File: src/rtl/arb16_pkg.sv
// Shared sizes, FSM state type and a one-hot helper for the 16-way round-robin arbiter.
// Imported by arb16_rr_pick and arb16_rr_ctrl.
package arb16_pkg;

  localparam int N_REQ = 16;
  localparam int ID_W  = 4;

  typedef enum logic {
    IDLE  = 1'b0,
    GRANT = 1'b1
  } state_t;

  function automatic logic [N_REQ-1:0] onehot(input logic [ID_W-1:0] id);
    logic [N_REQ-1:0] v;
    v     = '0;
    v[id] = 1'b1;
    return v;
  endfunction

endpackage

File: src/rtl/arb16_rr_pick.sv
// Rotated-priority search: first set req bit at or above ptr, wrapping 15->0.
// Purely combinational; any=0 means win_id carries no meaning.
module arb16_rr_pick
  import arb16_pkg::*;
(
  input  logic [N_REQ-1:0] req,
  input  logic [ID_W-1:0]  ptr,
  output logic [ID_W-1:0]  win_id,
  output logic             any
);

  logic [ID_W-1:0] cand;

  // Walk offsets from the far end down so the smallest offset from ptr lands last.
  always_comb begin
    win_id = ptr;
    cand   = ptr;
    for (int i = N_REQ - 1; i >= 0; i--) begin
      cand = ptr + ID_W'(i);
      if (req[cand]) begin
        win_id = cand;
      end
    end
    any = |req;
  end

endmodule

File: src/rtl/arb16_rr_ctrl.sv
// 16-requester round-robin grant FSM: grant 1 cycle after request, held until done or req drop.
// Optional forced release after TIMEOUT_CYCLES grant cycles when ARB16_TIMEOUT_EN is defined.
module arb16_rr_ctrl
  import arb16_pkg::*;
#(
  parameter int unsigned TIMEOUT_CYCLES = 255
) (
  input  logic             clk,
  input  logic             rst,
  input  logic [N_REQ-1:0] req,
  input  logic             done,
  output logic [N_REQ-1:0] gnt,
  output logic [ID_W-1:0]  gnt_id,
  output logic             gnt_valid,
  output logic             timeout
);

  if ((TIMEOUT_CYCLES < 1) || (TIMEOUT_CYCLES > 65535)) begin : g_bad_timeout
    $error("arb16_rr_ctrl: TIMEOUT_CYCLES must be in 1..65535");
  end

  state_t           state_q;
  logic [ID_W-1:0]  ptr_q;
  logic [ID_W-1:0]  ptr_d;
  logic [N_REQ-1:0] gnt_q;
  logic [ID_W-1:0]  gnt_id_q;
  logic             gnt_valid_q;

  logic [ID_W-1:0]  win_id;
  logic             win_any;
  logic             rel_normal;

  arb16_rr_pick u_pick (
    .req    (req),
    .ptr    (ptr_q),
    .win_id (win_id),
    .any    (win_any)
  );

  // Releasing holder hands priority to its upper neighbour; 4-bit add wraps 15->0.
  assign ptr_d      = gnt_id_q + ID_W'(1);
  assign rel_normal = done || !req[gnt_id_q];

`ifdef ARB16_TIMEOUT_EN
  localparam logic [15:0] HOLD_LAST = 16'(TIMEOUT_CYCLES - 1);

  logic [15:0] hold_cnt_q;
  logic        timeout_q;

  always_ff @(posedge clk or posedge rst) begin
    if (rst) begin
      state_q     <= IDLE;
      ptr_q       <= '0;
      gnt_q       <= '0;
      gnt_id_q    <= '0;
      gnt_valid_q <= 1'b0;
      hold_cnt_q  <= '0;
      timeout_q   <= 1'b0;
    end else begin
      case (state_q)
        IDLE: begin
          timeout_q <= 1'b0;
          if (win_any) begin
            state_q     <= GRANT;
            gnt_q       <= onehot(win_id);
            gnt_id_q    <= win_id;
            gnt_valid_q <= 1'b1;
            hold_cnt_q  <= '0;
          end
        end
        GRANT: begin
          // A normal release in the limit cycle takes precedence and suppresses the pulse.
          if (rel_normal || (hold_cnt_q == HOLD_LAST)) begin
            state_q     <= IDLE;
            gnt_q       <= '0;
            gnt_valid_q <= 1'b0;
            ptr_q       <= ptr_d;
            timeout_q   <= !rel_normal;
          end else begin
            hold_cnt_q <= hold_cnt_q + 16'd1;
            timeout_q  <= 1'b0;
          end
        end
        default: begin
          state_q     <= IDLE;
          gnt_q       <= '0;
          gnt_valid_q <= 1'b0;
          timeout_q   <= 1'b0;
        end
      endcase
    end
  end

  assign timeout = timeout_q;
`else
  always_ff @(posedge clk or posedge rst) begin
    if (rst) begin
      state_q     <= IDLE;
      ptr_q       <= '0;
      gnt_q       <= '0;
      gnt_id_q    <= '0;
      gnt_valid_q <= 1'b0;
    end else begin
      case (state_q)
        IDLE: begin
          if (win_any) begin
            state_q     <= GRANT;
            gnt_q       <= onehot(win_id);
            gnt_id_q    <= win_id;
            gnt_valid_q <= 1'b1;
          end
        end
        GRANT: begin
          if (rel_normal) begin
            state_q     <= IDLE;
            gnt_q       <= '0;
            gnt_valid_q <= 1'b0;
            ptr_q       <= ptr_d;
          end
        end
        default: begin
          state_q     <= IDLE;
          gnt_q       <= '0;
          gnt_valid_q <= 1'b0;
        end
      endcase
    end
  end

  assign timeout = 1'b0;
`endif

  assign gnt       = gnt_q;
  assign gnt_id    = gnt_id_q;
  assign gnt_valid = gnt_valid_q;

endmodule
File: config.mk
export PLATFORM = sky130hd
export DESIGN_NAME = arb16_rr_ctrl
export DESIGN_NICKNAME = d
export VERILOG_FILES = /design/src/rtl/arb16_pkg.sv /design/src/rtl/arb16_rr_pick.sv /design/src/rtl/arb16_rr_ctrl.sv
export SDC_FILE = /design/constraint.sdc
export NUM_CORES = 1
export LEC_CHECK = 0
export BUFFER_PORTS_ARGS = -buffer_cell sky130_fd_sc_hd__buf_2
export CORE_MARGIN = 4
export CORE_UTILIZATION = 45
export CTS_CLUSTER_SIZE = 24
export DETAILED_ROUTE_END_ITERATION = 16
export PLACE_DENSITY = 0.67
export SKIP_CTS_REPAIR_TIMING = 1
export SLEW_MARGIN = 20
export SYNTH_ARGS = -nofsm -noshare
export SYNTH_HDL_FRONTEND = slang
export SYNTH_HIERARCHICAL = 1
export SYNTH_SLANG_ARGS = --single-unit
export TNS_END_PERCENT = 5
File: constraint.sdc
create_clock -name clk -period 3.8 [get_ports clk]
set_input_delay 0.38 -clock clk [delete_from_list [all_inputs] [get_ports clk]]
set_output_delay 0.38 -clock clk [all_outputs]
set_load 0.02 [all_outputs]
==> Word level (Yosys, flattened, before mapping) <==
Index checks and enable logic that the tools add are counted.
{ "classes": {"add_sub_neg": 16, "magnitude_cmp": 19, "eq_ne": 2, "muxes": 61, "n_bitwise": 1, "reduce_logical": 7} }
{ "ops": {"columns": ["cell", "count"], "rows": [
  ["4-bit by 5-bit less-than comparator with 1-bit output (second input constant)", 18],
  ["1-bit binary-select mux with 4-bit select", 17],
  ["4-bit 2-to-1 mux", 16],
  ["4-bit adder (second input constant)", 8],
  ["16-bit 2-to-1 mux", 2],
  ["16-bit one-hot mux with 2 select lines", 1],
  ["1-bit 2-to-1 mux", 22],
  ["4-bit by 3-bit adder with 4-bit output (second input constant)", 4],
  ["16-bit OR reduction", 1],
  ["4-bit by 1-bit adder with 4-bit output (second input constant)", 2],
  ["4-bit by 2-bit adder with 4-bit output (second input constant)", 2],
  ["2-bit AND reduction", 3],
  ["1-bit demux with 4-bit select", 1],
  ["4-bit by 1-bit greater-or-equal comparator with 1-bit output (second input constant)", 1],
  ["2-bit by 1-bit inequality test with 1-bit output (second input constant)", 2],
  ["1-bit one-hot mux with 2 select lines", 2],
  ["1-bit logical AND", 1],
  ["1-bit zero test", 1],
  ["1-bit logical OR", 1],
  ["1-bit NOT", 1]
]} }
{ "word_totals": {"reg_bits": 26, "input_bits": 19} }

==> Longest topological paths before layout <==
Gate-level depths: netlist (run 1).
{ "logic_depth": {"word_depth": 25, "mapped_depth": 17} }

==> Modules after synthesis <==
Netlist (run 1), hierarchy kept.
{ "by_module_without_submodules": {"columns": ["mod", "n_inst", "cells_per_inst", "area_each_um2", "seq_area_each_um2"], "rows": [
  ["arb16_rr_pick", 1, 266, 2357.3, 0.0],
  ["arb16_rr_ctrl", 1, 105, 1226.2, 650.6]
]} }

==> Worst setup path before layout (run 1) <==
Ideal clock, no wire load.
{ "synth_timing": {"kind": "register -> register", "startpoint": "reg ptr_q[1]", "endpoint": "reg gnt_q[13] (netlist: gnt[13])", "setup_time_ns": 0.068, "arrival_ns": 3.993, "t_required_ns": 3.732, "path_slack_ns": -0.261, "path_stages_with_launch": 16, "period_less_slack_ns": 4.061, "path_cell_list": "dfrtp_1 -> buf_2 -> buf_4 -> buf_2 -> inv_1 -> ha_1 -> buf_2 -> buf_2 -> mux4_2 -> mux2i_1 -> mux2i_1 -> o41ai_1 -> nand3_1 -> a211oi_1 -> nor3b_1 -> a32o_1"} }
{ "synth_via": {"elab_chain_len": 25, "elab_cells_between_ends": 70, "classes_between": "add/sub: 15; order compare: 2; mux: 52; reduce/logical: 1"} }
{ "synth_rtl": {"columns": ["element", "line", "source"], "rows": [
  ["start, declared", "arb16_rr_ctrl.sv:23", "logic [ID_W-1:0] ptr_q;"],
  ["start signal, assigned", "arb16_rr_ctrl.sv:118", "ptr_q <= ptr_d;"],
  ["4-bit adder", "arb16_rr_pick.sv:19", "cand = ptr + ID_W'(i);"],
  ["1-bit binary-select mux with 4-bit select", "arb16_rr_pick.sv:20", "if (req[cand]) begin"],
  ["1-bit 2-to-1 mux (not written as such)", "arb16_rr_pick.sv:20", null],
  ["4-bit 2-to-1 mux (15 in a row)", "arb16_rr_pick.sv:20", null],
  ["4-bit 2-to-1 mux (*)", "arb16_rr_pick.sv:20", null],
  ["net win_id[2]", "arb16_rr_ctrl.sv:29", "logic [ID_W-1:0] win_id;"],
  ["4-bit by 5-bit less-than comparator with 1-bit output (not written as such) or 4-bit by 1-bit greater-or-equal comparator with 1-bit output (tied branches)", "arb16_pkg.sv:16", "v[id] = 1'b1;"],
  ["1-bit logical AND (not written as such)", "arb16_pkg.sv:16", null],
  ["1-bit 2-to-1 mux (not written as such)", "arb16_pkg.sv:16", null],
  ["1-bit demux with 4-bit select (*)", "arb16_pkg.sv:16", null],
  ["16-bit 2-to-1 mux (*)", "arb16_rr_ctrl.sv:106", "if (win_any) begin"],
  ["16-bit one-hot mux with 2 select lines (*)", "arb16_rr_ctrl.sv:104", "case (state_q)"],
  ["end signal, assigned", "arb16_rr_ctrl.sv:108", "gnt_q <= onehot(win_id);"],
  ["end, declared", "arb16_rr_ctrl.sv:25", "logic [N_REQ-1:0] gnt_q;"]
]} }
The timed path passes the listed nets; every way through them passes the cells marked *. The select of a mux whose other input is x is not followed.
A chain may end at the register's enable or synchronous reset.

==> Final worst setup path (run 1) <==
{ "layout_timing": {"startpoint": "reg ptr_q[1]", "endpoint": "reg gnt_q[14] (netlist: gnt[14])"} }
Same word-level chain as after synthesis.

==> flow_summary.ini, run 1 <==
[global_route]
grt_max_degree = 30
grt_pass1_wl_um = 17500
grt_use_total_pct = 22.2
gr-usage-met3_pct = 3.16
grt_pass1_vias = 3287
grt_overflow_total = 0
use_met2_pct = 32.7
antenna_found_initial = 0
met1_usage_pct = 34.3
grt-busiest-layer = met1

[sta]
hold_viol_final = 0
fin_ws_ns = 0.193
max_freq_mhz = 277
tightest_slew_ns = 0.905
fin_skew_ns = 0.00760
maxSlewHeadroom_pct = 39.3
period_minus_slack_ns = 3.61
report.final.setup_viol = 0
grt_setup_unrepaired = yes
finalMaxSlewViolations = 0
finalCritPeriodShare_pct = 94.9
whs_ns = 0.183

[synth]
avgSynthCellArea_um2 = 9.66
synth_edf_count = 0
async_flop_share_pct = 100
synth_warnings = 6
synth.top_cell.area_share_pct = 20.1
synth_nets = 398
synth_cell_type_count = 65
synth.area.top_cells = mux4_2 (20%), dfrtp_1 (18%), mux2i_1 (9.2%), mux2_2 (4.1%), nand2_1 (3.7%)
ys.flop_type = dfrtp_1
synth-seq-cells = 26
synth_top_cell_by_area = mux4_2
syn_inst = 371
ys_seq_area_share_pct = 18.2
syn-cell-area_um2 = 3580

[placed_design]
place_congestion = 0.910
portBuffers = 39
pre_cts_ws_ns = 0.0187
dp_hpwl_um = 8130
place_inst = 516

[die]
die_area_um2 = 9450
die_h_um = 97.2
start_util_pct = 46.4
boundaryPins = 41
core_area_um2 = 7730
die_w_um = 97.2
fp-row-count = 32

[clock_network]
clk_pin_slew_ns = 0.09
cts.path.max_buffers = 2
clock-root-buffer = clkbuf_8
numCtsBuffers = 3
insertion_delay_ns = 0.27
cts_max_level = 1
cts_tree = yes
clock_sinks = 26

[finish]
drive_gt1_share_pct = 33.0
diodes = 0
fin_cells = 520
nets = 446
syn_to_final_growth_pct = 14.4
utilization_pct = 53.1

[drt]
drt-total-wl_um = 10400
drtAntennaViolNets = 0
drt_iter0_drc = 322
num_vias = 3484
drcViolationCount = 0
viasPerCell = 6.70
first_pass_iters = 5
wl_per_cell_um = 20.0

[worst_setup_path]
crit_fanout = 9
critPathArrivalTime_ns = 3.81
cp-start-kind = register
critical_path_class = reg -> reg
r2r_setup_slack_ns = 0.19
required_ns = 4.00
endpoint_kind = register

[run]
maxCapViolCount = 0

[status]
status = complete, no violations

[worst_hold_path]
hold_path_class = in -> async
[worst paths after layout]
kind / cells past startpoint / startpoint / to
worst max register to register: 11 / ptr_q[1]$_DFFE_PP0P_ / gnt[14]$_DFFE_PP0P_
max in group asynchronous: 2 / rst / ptr_q[3]$_DFFE_PP0P_
worst min register to register: 1 / gnt[9]$_DFFE_PP0P_ / gnt[9]$_DFFE_PP0P_
worst max-delay path: 11 / ptr_q[1]$_DFFE_PP0P_ / gnt[14]$_DFFE_PP0P_
min in group clk: 1 / gnt[9]$_DFFE_PP0P_ / gnt[9]$_DFFE_PP0P_
worst min-delay path: 2 / rst / gnt[2]$_DFFE_PP0P_
[sequential cells by signal, summed over array words and instances, names as in the netlist]
register and count:
gnt 16, state_q 1, gnt_id 4, ptr_q 4, gnt_valid 1
[through the flow]
| step | cell area (um2) | TNS, ns |
|---|---|---|
| final | 4100 | 0 |
| after global routing | 4100 | -0.0709 |
| after CTS | 4060 | 0 |
| after detailed placement | 4010 | 0 |
| after global placement | 4010 | 0 |
| after floorplan | 3620 | -0.363 |
[cells in the mapped netlist, types with 6 or more instances]
cell and count:
a21oi_1 10, a22o_1 13, buf_2 8, clkbuf_1 6, dfrtp_1 26, ha_1 8, inv_1 8, mux2_2 13
mux2i_1 33, mux4_2 32, nand2_1 35, nand3_1 6, nor2_1 32, nor2b_1 7, nor3b_1 6, nor4_1 6
o21ai_0 12, xnor2_1 10
[metal layers]
layer | part of all wire, % | vias up
met1 | 45 | 1717
li1 | - | 1560
met2 | 45 | 185
met5 | 0 | -
met3 | 8.1 | 22
met4 | 2.3 | 0
[kinds of logic (layout without fill, tap and decap cells)]
| kind of cell | count (synthesis) | after routing | synth area share [%] |
|---|---|---|---|
| adders and majority gates | 8 | 8 | 2.79 |
| muxes | 81 | 81 | 34.8 |
| and+or+nand+nor | 108 | 108 | 14.2 |
| DFF | 26 | 26 | 18.2 |
| buffers and inverters | 31 | 78 | 4.47 |
| AOI/OAI and AO/OA | 100 | 100 | 21.3 |
| other | 1 | 1 | 0.105 |
| xor gates and xnor gates | 16 | 16 | 4.12 |
[worst max-delay path, stage by stage (launching register included)]
cell and delay (ns):
dfrtp_1 0.36, inv_1 0.06, ha_2 0.47, mux4_2 0.62
mux2i_1 0.29, nor2_1 0.10, or3_1 0.30, a2111oi_0 0.37
o21ai_1 0.14, a21oi_2 0.33, nor2b_2 0.32, a22o_1 0.17
[placed cells by master, fill, tap and decap left out, types with 5 or more instances in the layout]
cell,synthesis,final
a31oi_1,5,5
nor3b_1,6,5
inv_1,8,7
nor4_1,6,6
mux2_2,13,13
buf_2,8,39
nor2b_1,7,5
nor2_1,32,31
a22o_1,13,13
mux4_2,32,32
nand3_1,6,6
nand2_1,35,35
xnor2_1,10,10
ha_1,8,6
buf_4,3,21
a21o_1,5,5
mux2i_1,33,33
o22ai_1,5,5
a21oi_1,10,9
dfrtp_1,26,25
o21ai_0,12,12
[cell type report]
type	instances	area, um2
fill	680	3630
multi-input combinational	314	2830
sequential	26	652
timing repair buffer	63	395
tap	102	128
clock buffer	4	55.1
inverter	11	41.3
Power of run 1 is not shown: default switching activity piles up to over one toggle a cycle in this logic, so the estimate is an artifact.
==> run 2: changes to the inputs <==
- PLACE_DENSITY: 0.67 -> 0.66
- SYNTH_HIERARCHICAL: 1 -> unset
==> run 2 against run 1 <==
Effect of this change: sequential share of layout area fell by 1.7 points; register-to-register slack got worse by 0.06 ns; highest routed layer unchanged; design area rose by 12%; critical endpoint is now gnt[0]$_DFFE_PP0P_; utilization fell by 0.23 points; worst hold slack got worse by 0.0060 ns; critical path type unchanged; cell count rose by 12%; flip-flop and latch count did not move; largest cell class unchanged; synthesized area rose by 11%; global-route usage rose by 2.5 points; clock skew fell by 0.0061 ns; die area rose by 10%; synthesized cell count rose by 15%.
==> flow_summary.ini, run 2 <==
[worst_setup_path]
critPathArrivalTime_ns = 3.84
cp_slowest_cell = or4_4
critPathMaxStageDelay_ns = 0.59
cp_common_cell = nor3_1
critPathBufInv = 1
endpoint_kind = register
cp-start-kind = register
startpoint = ptr_q[0]$_DFFE_PP0P_
crit_family = compound AO/OA/AOI/OAI gates
required_ns = 3.97
crit_path_cell_trace = buf_6 > ha_2 > xor2_4 > nor3_1 > or4_4 > o21a_1 > mux2_1 > a221o_1 > o21ai_4 > nor3_1 > a32o_1
critical_path_class = reg -> reg
reg2reg_from = ptr_q[0]$_DFFE_PP0P_
crit_fanout = 22

[finish]
final_cell_mix = nand2_1 (41), buf_2 (39), buf_4 (35), mux4_2 (30)
final_common_cell = nand2_1
drive_gt1_share_pct = 35.0
syn_to_final_growth_pct = 15.3
diodes = 0
largest_reg_flops = 16
nets = 500

[clock_network]
cts_max_level = 1
insertion_delay_ns = 0.27
numCtsBuffers = 3
clock-root-buffer = clkbuf_8
cts_tree = yes
clk_pin_slew_ns = 0.09
cts.path.max_buffers = 2
clock_sinks = 26

[drt]
drcViolationCount = 0
routedLengthMet1_um = 5490
wl_met2_um = 6150
dr_wl_met3_um = 1060
viasPerCell = 6.70
drt_iter0_drc = 418
top_layer_used = met4
drt-total-wl_um = 13000
first_pass_iters = 5
drtAntennaViolNets = 0
num_vias = 3888
wl_per_cell_um = 22.5

[synth]
ys_seq_area_share_pct = 16.4
synth_edf_count = 0
synth_nets = 453
synth-compound-area-share_pct = 22.6
synthAdderAreaFrac_pct = 2.52
synth-xor-area-share_pct = 5.79
synth_cell_type_count = 76
synth-seq-cells = 26
synth_warnings = 0
yosys-mux-area-fraction_pct = 31.4
synth.top_cell.area_share_pct = 17.0
synth_top_family_by_area = multiplexers
syn_inst = 426
synthTopCellsByCount = nand2_1 (41), mux4_2 (30), dfrtp_1 (26), mux2i_1 (26), mux2_2 (20)
synthSimpleGateAreaFrac_pct = 14.7
synth.area.top_cells = mux4_2 (17%), dfrtp_1 (16%), mux2i_1 (6.5%), mux2_2 (5.7%), nand2_1 (3.9%)
ys.flop_type = dfrtp_1
avgSynthCellArea_um2 = 9.33
synth_most_common_cell = nand2_1
async_flop_share_pct = 100
syn-cell-area_um2 = 3980
synth_top_cell_by_area = mux4_2

[sta]
report.final.setup_viol = 0
maxSlewHeadroom_pct = 32.4
fin_tns_setup_ns = 0
fin_skew_ns = 0.00145
period_minus_slack_ns = 3.67
grt_setup_unrepaired = yes
finalMaxSlewViolations = 0
finalCritPeriodShare_pct = 96.5
hold_viol_final = 0
fin_ws_ns = 0.133
tightest_slew_ns = 1.01
max_freq_mhz = 273

[global_route]
antenna_found_initial = 0
grt_overflow_total = 0
grt_use_total_pct = 24.7
grt_pass1_wl_um = 20200
grt_max_degree = 34
grt_pass1_vias = 3689

[placed_design]
pre_cts_ws_ns = -0.0666
place_congestion = 1.04
portBuffers = 39
dp_hpwl_um = 9830

[die]
die_area_um2 = 10400
die_h_um = 102
boundaryPins = 41
fp-row-count = 34
die_w_um = 102
start_util_pct = 45.8
core_area_um2 = 8680

[status]
status = complete, no violations

[run]
maxCapViolCount = 0

[worst_hold_path]
hold_path_class = in -> async
==> run 2: final cells by class <==
cell class | count | area [um2]
fill | 806 | 4090
multi-input combinational | 349 | 3140
sequential | 26 | 652
timing repair buffer | 79 | 532
tap | 108 | 135
inverter | 14 | 52.6
clock buffer | 3 | 41.3
clock inverter | 1 | 30.0
==> run 2: routing by layer <==
metal  vias to the layer above  global-route usage [%]
met1                      1896                    35.8
li1                       1741                       -
met3                        32                    2.80
met4                         0                    5.95
met5                         -                       0
met2                       219                    39.6
==> run 2: through the flow <==
step	hold slack, ns	utilization, %	instance area, um2	instances
floorplan	0.420	-	3980	426
global placement	0.459	51.0	4420	576
detailed placement	0.462	51.0	4420	576
CTS	0.356	51.8	4500	580
global route	0.227	52.8	4580	580
finish	0.177	52.8	4580	580
==> run 2: worst paths after layout <==
path / cells after the start / slack [ns] / endpoint
setup reg to reg: 11 / 0.13 / gnt[0]$_DFFE_PP0P_
setup / recovery: 11 / 0.13 / gnt[0]$_DFFE_PP0P_
min in group clk: 2 / 0.48 / gnt[15]$_DFFE_PP0P_
max in group asynchronous: 2 / 3.16 / ptr_q[1]$_DFFE_PP0P_
hold / removal: 2 / 0.18 / ptr_q[0]$_DFFE_PP0P_
hold reg to reg: 2 / 0.48 / gnt[15]$_DFFE_PP0P_
==> run 2: logic make-up after synthesis <==
logic type / Yosys count
AOI/OAI and AO/OA: 118
and+or+nand+nor: 118
buffers and inverters: 51
muxes: 82
xor gates and xnor gates: 22
DFF: 26
other: 1
adders and majority gates: 8
Power of run 2 is left out for the same reason.
